**src/rtl/muldiv_pkg.sv**
```systemverilog
// Shared types and constants for the iterative
// RV32M multiply/divide unit.
package muldiv_pkg;

  localparam int XLEN_DEF = 32;
  localparam int CNT_W    = 6;

  localparam logic [2:0] F3_MUL    = 3'b000;
  localparam logic [2:0] F3_MULH   = 3'b001;
  localparam logic [2:0] F3_MULHSU = 3'b010;
  localparam logic [2:0] F3_MULHU  = 3'b011;
  localparam logic [2:0] F3_DIV    = 3'b100;
  localparam logic [2:0] F3_DIVU   = 3'b101;
  localparam logic [2:0] F3_REM    = 3'b110;
  localparam logic [2:0] F3_REMU   = 3'b111;

  typedef enum logic [1:0] {
    S_IDLE,
    S_CALC,
    S_DONE
  } state_t;

endpackage

```
**src/rtl/muldiv_datapath.sv**
```systemverilog
// Shift-add / restoring-divide iteration with
// sign fix-up and corner-case results.
module muldiv_datapath
  import muldiv_pkg::*;
#(
  parameter int XLEN = XLEN_DEF
) (
  input  logic            clk,
  input  logic            rst_n,
  input  logic            load,
  input  logic            step,
  input  logic            fin,
  input  logic [2:0]      funct3,
  input  logic [XLEN-1:0] rs1,
  input  logic [XLEN-1:0] rs2,
  output logic            special,
  output logic [XLEN-1:0] result
);

  localparam logic [XLEN-1:0] MIN =
    {1'b1, {(XLEN-1){1'b0}}};

  logic [2:0]        op_q;
  logic              neg_q;
  logic [XLEN-1:0]   opb_q;
  logic [XLEN-1:0]   hi_q;
  logic [XLEN-1:0]   lo_q;

  logic              is_div;
  logic              sa;
  logic              sb;
  logic              neg_d;
  logic              div0;
  logic              ovf;
  logic [XLEN-1:0]   a_abs;
  logic [XLEN-1:0]   b_abs;
  logic [XLEN-1:0]   spec_val;
  logic [XLEN:0]     sum;
  logic [XLEN:0]     shl;
  logic [XLEN:0]     diff;
  logic [XLEN-1:0]   hi_d;
  logic [XLEN-1:0]   lo_d;
  logic [2*XLEN-1:0] prod;
  logic [XLEN-1:0]   res_d;

  always_comb begin
    is_div = funct3[2];
    sa = rs1[XLEN-1] & (funct3 inside
      {F3_MUL, F3_MULH, F3_MULHSU,
       F3_DIV, F3_REM});
    sb = rs2[XLEN-1] & (funct3 inside
      {F3_MUL, F3_MULH, F3_DIV, F3_REM});
    a_abs = sa ? -rs1 : rs1;
    b_abs = sb ? -rs2 : rs2;
    // remainder takes the dividend's sign
    neg_d = (is_div && funct3[1]) ? sa : sa ^ sb;
    div0 = is_div && (rs2 == '0);
    ovf = is_div && !funct3[0] &&
      (rs1 == MIN) && (rs2 == '1);
    special = div0 | ovf;
    spec_val = '0;
    unique case (1'b1)
      div0 && !funct3[1]:  spec_val = '1;
      div0 && funct3[1]:   spec_val = rs1;
      !div0 && !funct3[1]: spec_val = MIN;
      default:             spec_val = '0;
    endcase
  end

  always_comb begin
    sum = {1'b0, hi_q} +
      (lo_q[0] ? {1'b0, opb_q} : '0);
    shl = {hi_q, lo_q[XLEN-1]};
    diff = shl - {1'b0, opb_q};
    hi_d = '0;
    lo_d = '0;
    if (op_q[2]) begin
      hi_d = diff[XLEN] ? shl[XLEN-1:0]
                        : diff[XLEN-1:0];
      lo_d = {lo_q[XLEN-2:0], ~diff[XLEN]};
    end else begin
      hi_d = sum[XLEN:1];
      lo_d = {sum[0], lo_q[XLEN-1:1]};
    end
    prod = neg_q ? -{hi_d, lo_d} : {hi_d, lo_d};
    res_d = '0;
    unique case (1'b1)
      op_q == F3_MUL:
        res_d = prod[XLEN-1:0];
      !op_q[2] && op_q != F3_MUL:
        res_d = prod[2*XLEN-1:XLEN];
      op_q[2] && !op_q[1]:
        res_d = neg_q ? -lo_d : lo_d;
      default:
        res_d = neg_q ? -hi_d : hi_d;
    endcase
  end

  always_ff @(posedge clk or negedge rst_n) begin
    if (!rst_n) begin
      op_q   <= '0;
      neg_q  <= 1'b0;
      opb_q  <= '0;
      hi_q   <= '0;
      lo_q   <= '0;
      result <= '0;
    end else begin
      if (load) begin
        op_q  <= funct3;
        neg_q <= neg_d;
        hi_q  <= '0;
        opb_q <= is_div ? b_abs : a_abs;
        lo_q  <= is_div ? a_abs : b_abs;
        if (special) result <= spec_val;
      end
      if (step) begin
        hi_q <= hi_d;
        lo_q <= lo_d;
      end
      if (fin) result <= res_d;
    end
  end

endmodule

```
**src/rtl/muldiv_ctrl.sv**
```systemverilog
// Sequencer for the M-extension unit: FSM,
// iteration counter and pipeline handshake.
module muldiv_ctrl
  import muldiv_pkg::*;
#(
  parameter int XLEN = XLEN_DEF
) (
  input  logic            clk,
  input  logic            rst_n,
  input  logic            start,
  input  logic [2:0]      funct3,
  input  logic [XLEN-1:0] rs1,
  input  logic [XLEN-1:0] rs2,
  input  logic            flush,
  output logic            busy,
  output logic            done,
  output logic [XLEN-1:0] result,
  output logic            stall
);

  state_t           state_q;
  logic [CNT_W-1:0] cnt_q;
  logic             load;
  logic             step;
  logic             last;
  logic             fin;
  logic             special;

  assign load  = (state_q == S_IDLE) && start && !flush;
  assign step  = (state_q == S_CALC) && !flush;
  assign last  = cnt_q == CNT_W'(XLEN - 1);
  assign fin   = step && last;
  assign stall = load || (state_q == S_CALC);

  always_ff @(posedge clk or negedge rst_n) begin
    if (!rst_n) begin
      state_q <= S_IDLE;
      cnt_q   <= '0;
      busy    <= 1'b0;
      done    <= 1'b0;
    end else if (flush) begin
      state_q <= S_IDLE;
      busy    <= 1'b0;
      done    <= 1'b0;
    end else begin
      case (state_q)
        S_IDLE: begin
          done <= 1'b0;
          if (start) begin
            cnt_q <= '0;
            busy  <= 1'b1;
            // corner cases bypass iteration
            if (special) begin
              state_q <= S_DONE;
              done    <= 1'b1;
            end else begin
              state_q <= S_CALC;
            end
          end
        end
        S_CALC: begin
          cnt_q <= cnt_q + 1'b1;
          if (last) begin
            state_q <= S_DONE;
            done    <= 1'b1;
          end
        end
        S_DONE: begin
          state_q <= S_IDLE;
          busy    <= 1'b0;
          done    <= 1'b0;
        end
        default: begin
          state_q <= S_IDLE;
          busy    <= 1'b0;
          done    <= 1'b0;
        end
      endcase
    end
  end

  muldiv_datapath #(
    .XLEN(XLEN)
  ) u_dp (
    .clk    (clk),
    .rst_n  (rst_n),
    .load   (load),
    .step   (step),
    .fin    (fin),
    .funct3 (funct3),
    .rs1    (rs1),
    .rs2    (rs2),
    .special(special),
    .result (result)
  );

endmodule
```
**config.mk**
```make
export PLATFORM = sky130hd
export DESIGN_NAME = muldiv_ctrl
export DESIGN_NICKNAME = d
export VERILOG_FILES = /design/src/rtl/muldiv_pkg.sv /design/src/rtl/muldiv_datapath.sv /design/src/rtl/muldiv_ctrl.sv
export SDC_FILE = /design/constraint.sdc
export NUM_CORES = 1
export LEC_CHECK = 0
export ABC_CLOCK_PERIOD_IN_PS = 7850
export CORE_MARGIN = 1
export CORE_UTILIZATION = 40
export DETAILED_ROUTE_END_ITERATION = 7
export HOLD_SLACK_MARGIN = 0.05
export PLACE_DENSITY = 0.59
export SKIP_LAST_GASP = 1
export SLEW_MARGIN = 20
export SYNTH_ARGS = -nofsm -noshare
export SYNTH_HDL_FRONTEND = slang
export SYNTH_HIERARCHICAL = 1
export SYNTH_SLANG_ARGS = --single-unit
```
**constraint.sdc**
```tcl
create_clock -name clk -period 7.85 [get_ports clk]
set_clock_uncertainty 0.2 [all_clocks]
set_input_delay 1.1775 -clock clk [delete_from_list [all_inputs] [get_ports clk]]
set_output_delay 1.1775 -clock clk [all_outputs]
set_load 0.1 [all_outputs]
```
==> results of run 1 <==
-- critical path, delay by kind of cell, from the launching register on --
family / cells / cell delay [ns]
AOI/OAI and AO/OA: 11 / 2.98
xor gates and xnor gates: 1 / 0.11
adders and majority gates: 3 / 0.85
buffers and inverters: 3 / 0.36
DFF: 1 / 0.46
and+or+nand+nor: 7 / 1.60
-- cell type report --
cell class	instances	area (µm²)
well taps	532	666
clock buffers	19	443
clock inverters	12	145
flip-flops and latches	142	3560
multi-input cells	1905	12400
inverters	77	292
repair buffers	156	1430
fillers	4200	22200
-- per-stage QoR --
step                worst slack, ns  instance area (µm²)
floorplan                      1.90                16800
global placement               1.38                18300
finish                         1.16                18900
global route                  0.759                18900
CTS                            1.22                18900
detailed placement             1.27                18300
-- synthesized netlist by cell type (59+ instances only) --
library cell / count / share of area (%)
nand2_1: 237 / 5.3
o21ai_0: 219 / 6.5
nor2_1: 195 / 4.4
a21oi_1: 180 / 5.4
dfrtp_1: 142 / 21
clkbuf_1: 122 / 2.7
xnor2_1: 104 / 5.4
inv_1: 73 / 1.6
xor2_1: 73 / 3.8
a211oi_1: 71 / 3.2
ha_1: 70 / 5.2
nor3_1: 61 / 1.8
mux2i_1: 59 / 3.5
-- cells by family after synthesis --
group	count (synthesis)	synth area share [%]
AND/OR/NAND/NOR	780	23.0
AO/OA/AOI/OAI	809	31.7
buffers and inverters	229	5.29
flip-flops	142	21.2
multiplexers	67	4.06
XOR/XNOR	177	9.25
adder cells (fa/ha/maj)	72	5.46
-- how the worst max path moves through the flow --
stage / from / slack (ns) / to
after floorplan: u_dp/lo_q[31]$_DFFE_PN0P_ / 1.90 / u_dp/result[14]$_DFFE_PN0P_
final: u_dp/lo_q[31]$_DFFE_PN0P_ / 1.16 / u_dp/result[20]$_DFFE_PN0P_
after global placement: u_dp/lo_q[31]$_DFFE_PN0P_ / 1.38 / u_dp/result[20]$_DFFE_PN0P_
after detailed placement: u_dp/lo_q[31]$_DFFE_PN0P_ / 1.27 / u_dp/result[20]$_DFFE_PN0P_
after global routing: u_dp/lo_q[31]$_DFFE_PN0P_ / 0.76 / u_dp/result[14]$_DFFE_PN0P_
after CTS: u_dp/lo_q[31]$_DFFE_PN0P_ / 1.22 / u_dp/result[20]$_DFFE_PN0P_
-- per-layer routing --
layer	global-route usage, %	share of wire (%)	up-vias
li1	-	-	8470
met1	51.9	45	9035
met2	51.0	42	876
met3	6.17	8.7	115
met4	13.6	3.7	2
met5	0	0.016	-
-- state kept, by name, indices dropped and copies added, names as in the netlist --
register / count
state_q: 2
u_dp/result: 32
u_dp/lo_q: 32
busy: 1
u_dp/op_q: 3
u_dp/opb_q: 32
u_dp/neg_q: 1
cnt_q: 6
u_dp/hi_q: 32
done: 1
-- power groups by stage --
stage / combinational (mW) / sequential, mW / clock [mW]
after global routing: 6.06 / 1.19 / 0.905
final: 5.75 / 1.17 / 0.869
after detailed placement: 5.52 / 1.17 / 0
after CTS: 5.56 / 1.16 / 0.879
after global placement: 5.52 / 1.16 / 0
after floorplan: 3.66 / 1.06 / 0
==> results.cfg, run 1 <==
[grt]
grt_pass1_vias = 16700
grt_usage_pct = 35.4
grt_start_max_net_pins = 112
antenna_found_initial = 4
gr-total-overflow = 0
grt_pass1_wl_um = 111000

[floorplan]
core.rowCount = 74
start_util_pct = 40.8
core-area_um2 = 41100
fp.dieH_um = 207
io_pins = 106
die_x_um = 207
dieArea_um2 = 42700

[run_status]
outcome = complete, no violations

[pwr]
clkPwrFrac_pct = 11.2
internal_power_mw = 3.31
sw_frac_of_total_pct = 57.4
combPwrFrac_pct = 73.9
ir_drop_mv = 0.186
p_sw_mw = 4.47
power_mw = 7.78
leakage_nw = 7.48
power_per_cell_area_nw_per_um2 = 412
power_frac_seq_pct = 15.0

[logic_synthesis]
ys_warn_count = 6
netlist_instances = 2276
yosysUniqueCellTypes = 100
synth_edf_count = 0
synth_seq_cells = 142
netlist_area_um2 = 16800
yosysSeqAreaShare_pct = 21.2
synthArstFlopShare_pct = 100
synthFlopType = dfrtp_1
synth_nets = 2419
syn_avg_cell_area_um2 = 7.37

[setup_path]
start_kind = register
slowest_stage = or4_1
timing.rr.start = u_dp/lo_q[31]$_DFFE_PN0P_
reg2regPathDepth = 25
max_stage_delay_ns = 0.53
end_kind = register
r2r-end = u_dp/result[20]$_DFFE_PN0P_
path_max_fanout = 17
cp.arrival_ns = 6.82
ff2ff_setup_slack_ns = 1.16
cp.required_ns = 7.98
timing_worst_setup_path_type = reg -> reg

[sta]
hold_viol = 0
fmax_ghz = 0.149
drv_slew = 0
min_period_ns = 6.69
rsz0062_at_grt = no
relSlewSlack_pct = 27.6
worstMarginPinSlew_ns = 1.06
setup_viol = 0
period_share_pct = 85.3
totalNegativeSetupSlack_ns = 0
whs_ns = 0.293

[clock_network]
cts.sinks = 142
cts_resized = 0
post_cts_buffers = 0
clockRootBuffer = clkbuf_16
clk_latency_ns = 0.47
htreeDepth = 4
cts_inserted_buffers = 17
clk_path_buf_depth = 2
clkTransAtPathRegs_ns = 0.07
cts_tree = built
hold_buffers = 0

[routing]
post_drt_wl_per_cell_um = 26.7
vias = 18500
drt-initial-drc-count = 2339
routed_via_density = 6.51
final_antenna_net_count = 0
post-route-drc-count = 0
dr.pass1.iters = 8
totalWireLength_um = 75900

[cells_and_area]
diodes = 0
drive_above_1_share_pct = 6.40
mostFrequentLayoutCells = 237 x nand2_1, 219 x o21ai_0, 193 x nor2_1, 179 x a21oi_1, 140 x dfrtp_1
fin_util_pct = 46.0
fin_nets = 2442
final_common_cell = nand2_1
final_cell_count_no_fill = 2843
areaGrowthSynthToFinish_pct = 12.7

[worst_hold_path]
hold_depth = 2
hold_start = busy$_DFFE_PN0P_
hold_class = reg -> reg
worstHoldEndpoint = busy$_DFFE_PN0P_

[placement]
io_buffers = 105
dp.cells = 2812
gp_congestion = 0.995
hpwlAfterDp_um = 59000

[run]
maxCapViolCount = 0
Power figures use the tool's default switching activity.
==> run 2, diff against run 1 <==
--- a/config.mk
+++ b/config.mk
@@ -10,7 +10,7 @@
 export CORE_UTILIZATION = 40
 export DETAILED_ROUTE_END_ITERATION = 7
 export HOLD_SLACK_MARGIN = 0.05
-export PLACE_DENSITY = 0.59
+export PLACE_DENSITY = 0.54
 export SKIP_LAST_GASP = 1
 export SLEW_MARGIN = 20
 export SYNTH_ARGS = -nofsm -noshare
==> results.cfg, run 2 (synthesized netlist as in run 1, its figures left out) <==
[grt]
grt_start_max_net_pins = 112
grt_pass1_wl_um = 112000
grt_use_met3_pct = 10.0
grtUsageMet1_pct = 50.2
use_met2_pct = 51.7
gr-total-overflow = 0
gr-max-usage-layer = met2
grt_pass1_vias = 17000
grt_usage_pct = 35.9
antenna_found_initial = 4

[sta]
setup_viol = 0
min_period_ns = 7.02
worstMarginPinSlew_ns = 1.03
hold_viol = 0
fmax_ghz = 0.143
period_share_pct = 89.4
rsz0062_at_grt = no
totalNegativeSetupSlack_ns = 0
worst_slack_ns = 0.834
relSlewSlack_pct = 31.4
drv_slew = 0

[cells_and_area]
areaGrowthSynthToFinish_pct = 12.6
final_common_cell = nand2_1
mostFrequentLayoutCells = 237 x nand2_1, 219 x o21ai_0, 193 x nor2_1, 179 x a21oi_1, 140 x dfrtp_1
nFillCells = 4256
final_cell_count_no_fill = 2840
drive_above_1_share_pct = 6.29
fin_nets = 2437

[placement]
hpwlAfterDp_um = 60500
io_buffers = 105
pre_cts_slack_ns = 1.02
gp_congestion = 0.992
dp.cells = 2806

[clock_network]
cts_resized = 0
post_cts_buffers = 0
hold_buffers = 0
clk_path_buf_depth = 2
cts_inserted_buffers = 17
cts_tree = built
htreeDepth = 4
clockRootBuffer = clkbuf_16
clk_latency_ns = 0.46
clkTransAtPathRegs_ns = 0.07
cts.sinks = 142

[setup_path]
crit_path_start = u_dp/hi_q[10]$_DFFE_PN0P_
path_max_fanout = 11
cp-endpoint = u_dp/result[20]$_DFFE_PN0P_
timing_worst_setup_path_type = reg -> reg
cp.arrival_ns = 7.14
reg2regPathDepth = 22
cp.required_ns = 7.97
r2r-end = u_dp/result[20]$_DFFE_PN0P_
end_kind = register
timing.rr.start = u_dp/hi_q[10]$_DFFE_PN0P_
start_kind = register
ff2ff_setup_slack_ns = 0.83

[floorplan]
dieArea_um2 = 42700
die_x_um = 207
core.rowCount = 74
io_pins = 106
fp.dieH_um = 207
core-area_um2 = 41100
start_util_pct = 40.8

[pwr]
leakage_nw = 7.48
ir_drop_mv = 0.156
power_per_cell_area_nw_per_um2 = 409

[run]
maxCapViolCount = 0

[routing]
dr.pass1.iters = 8
final_antenna_net_count = 0
vias = 18400
drt-initial-drc-count = 2025
post_drt_wl_per_cell_um = 27.1
routed_via_density = 6.49
post-route-drc-count = 0
totalWireLength_um = 76900

[worst_hold_path]
hold_class = reg -> reg
hold_start = u_dp/result[3]$_DFFE_PN0P_
hold_depth = 2

[run_status]
outcome = complete, no violations
[run 2: cell type report]
type                       count  area (µm²)  area share (%)
clock buffer                  17         425            2.25
tap                          532         666            3.53
antenna                        1        2.50          0.0133
timing repair buffer         151        1420            7.50
sequential                   142        3560            18.8
inverter                      77         292            1.54
clock inverter                15         169           0.895
multi-input combinational   1905       12400            65.4
[run 2: power breakdown]
| group | switching (mW) | leakage, nW | total (mW) | internal [mW] |
|---|---|---|---|---|
| combinational | 3.82 | 5.37 | 5.70 | 1.88 |
| clock | 0.412 | 0.296 | 0.867 | 0.455 |
| sequential | 0.260 | 1.82 | 1.16 | 0.904 |
[run 2: routing by layer]
layer / part of all wire (%) / wire length, µm
met5: 0.061 / 47
met4: 3.8 / 2960
met3: 9.9 / 7630
met2: 42 / 31900
met1: 45 / 34300
[run 2: per-stage QoR]
stage	cell area [µm²]	hold WS (ns)	total power, mW	util, %
floorplan	16800	0.274	4.72	-
global placement	18200	0.268	6.63	44.4
detailed placement	18300	0.271	6.64	44.4
CTS	18900	0.293	7.54	45.9
global route	18900	0.309	8.11	45.9
finish	18900	0.290	7.73	45.9
[run 2: worst min-delay path by stage]
stage	endpoint	slack (ns)
floorplan	cnt_q[4]$_DFFE_PN0P_	0.27
global placement	u_dp/result[3]$_DFFE_PN0P_	0.27
detailed placement	busy$_DFFE_PN0P_	0.27
CTS	u_dp/result[3]$_DFFE_PN0P_	0.29
global route	busy$_DFFE_PN0P_	0.31
finish	u_dp/result[3]$_DFFE_PN0P_	0.29
[run 2: critical path: stages (launching register included)]
cell and delay, ns:
dfrtp_1 0.48, ha_1 0.53, nand4_2 0.22, a2111oi_4 0.49, a221o_1 0.25, o21ai_2 0.14
a21oi_2 0.22, nor3_2 0.07, buf_4 0.18, a21oi_1 0.28, ha_1 0.26, o211ai_1 0.13
or4_1 0.53, nand2b_1 0.20, or2_1 0.27, o41ai_1 0.48, a21boi_1 0.41, nand2_1 0.36
or2_1 0.36, o31ai_1 0.29, xnor2_1 0.10, a221oi_1 0.30, o21ai_0 0.11
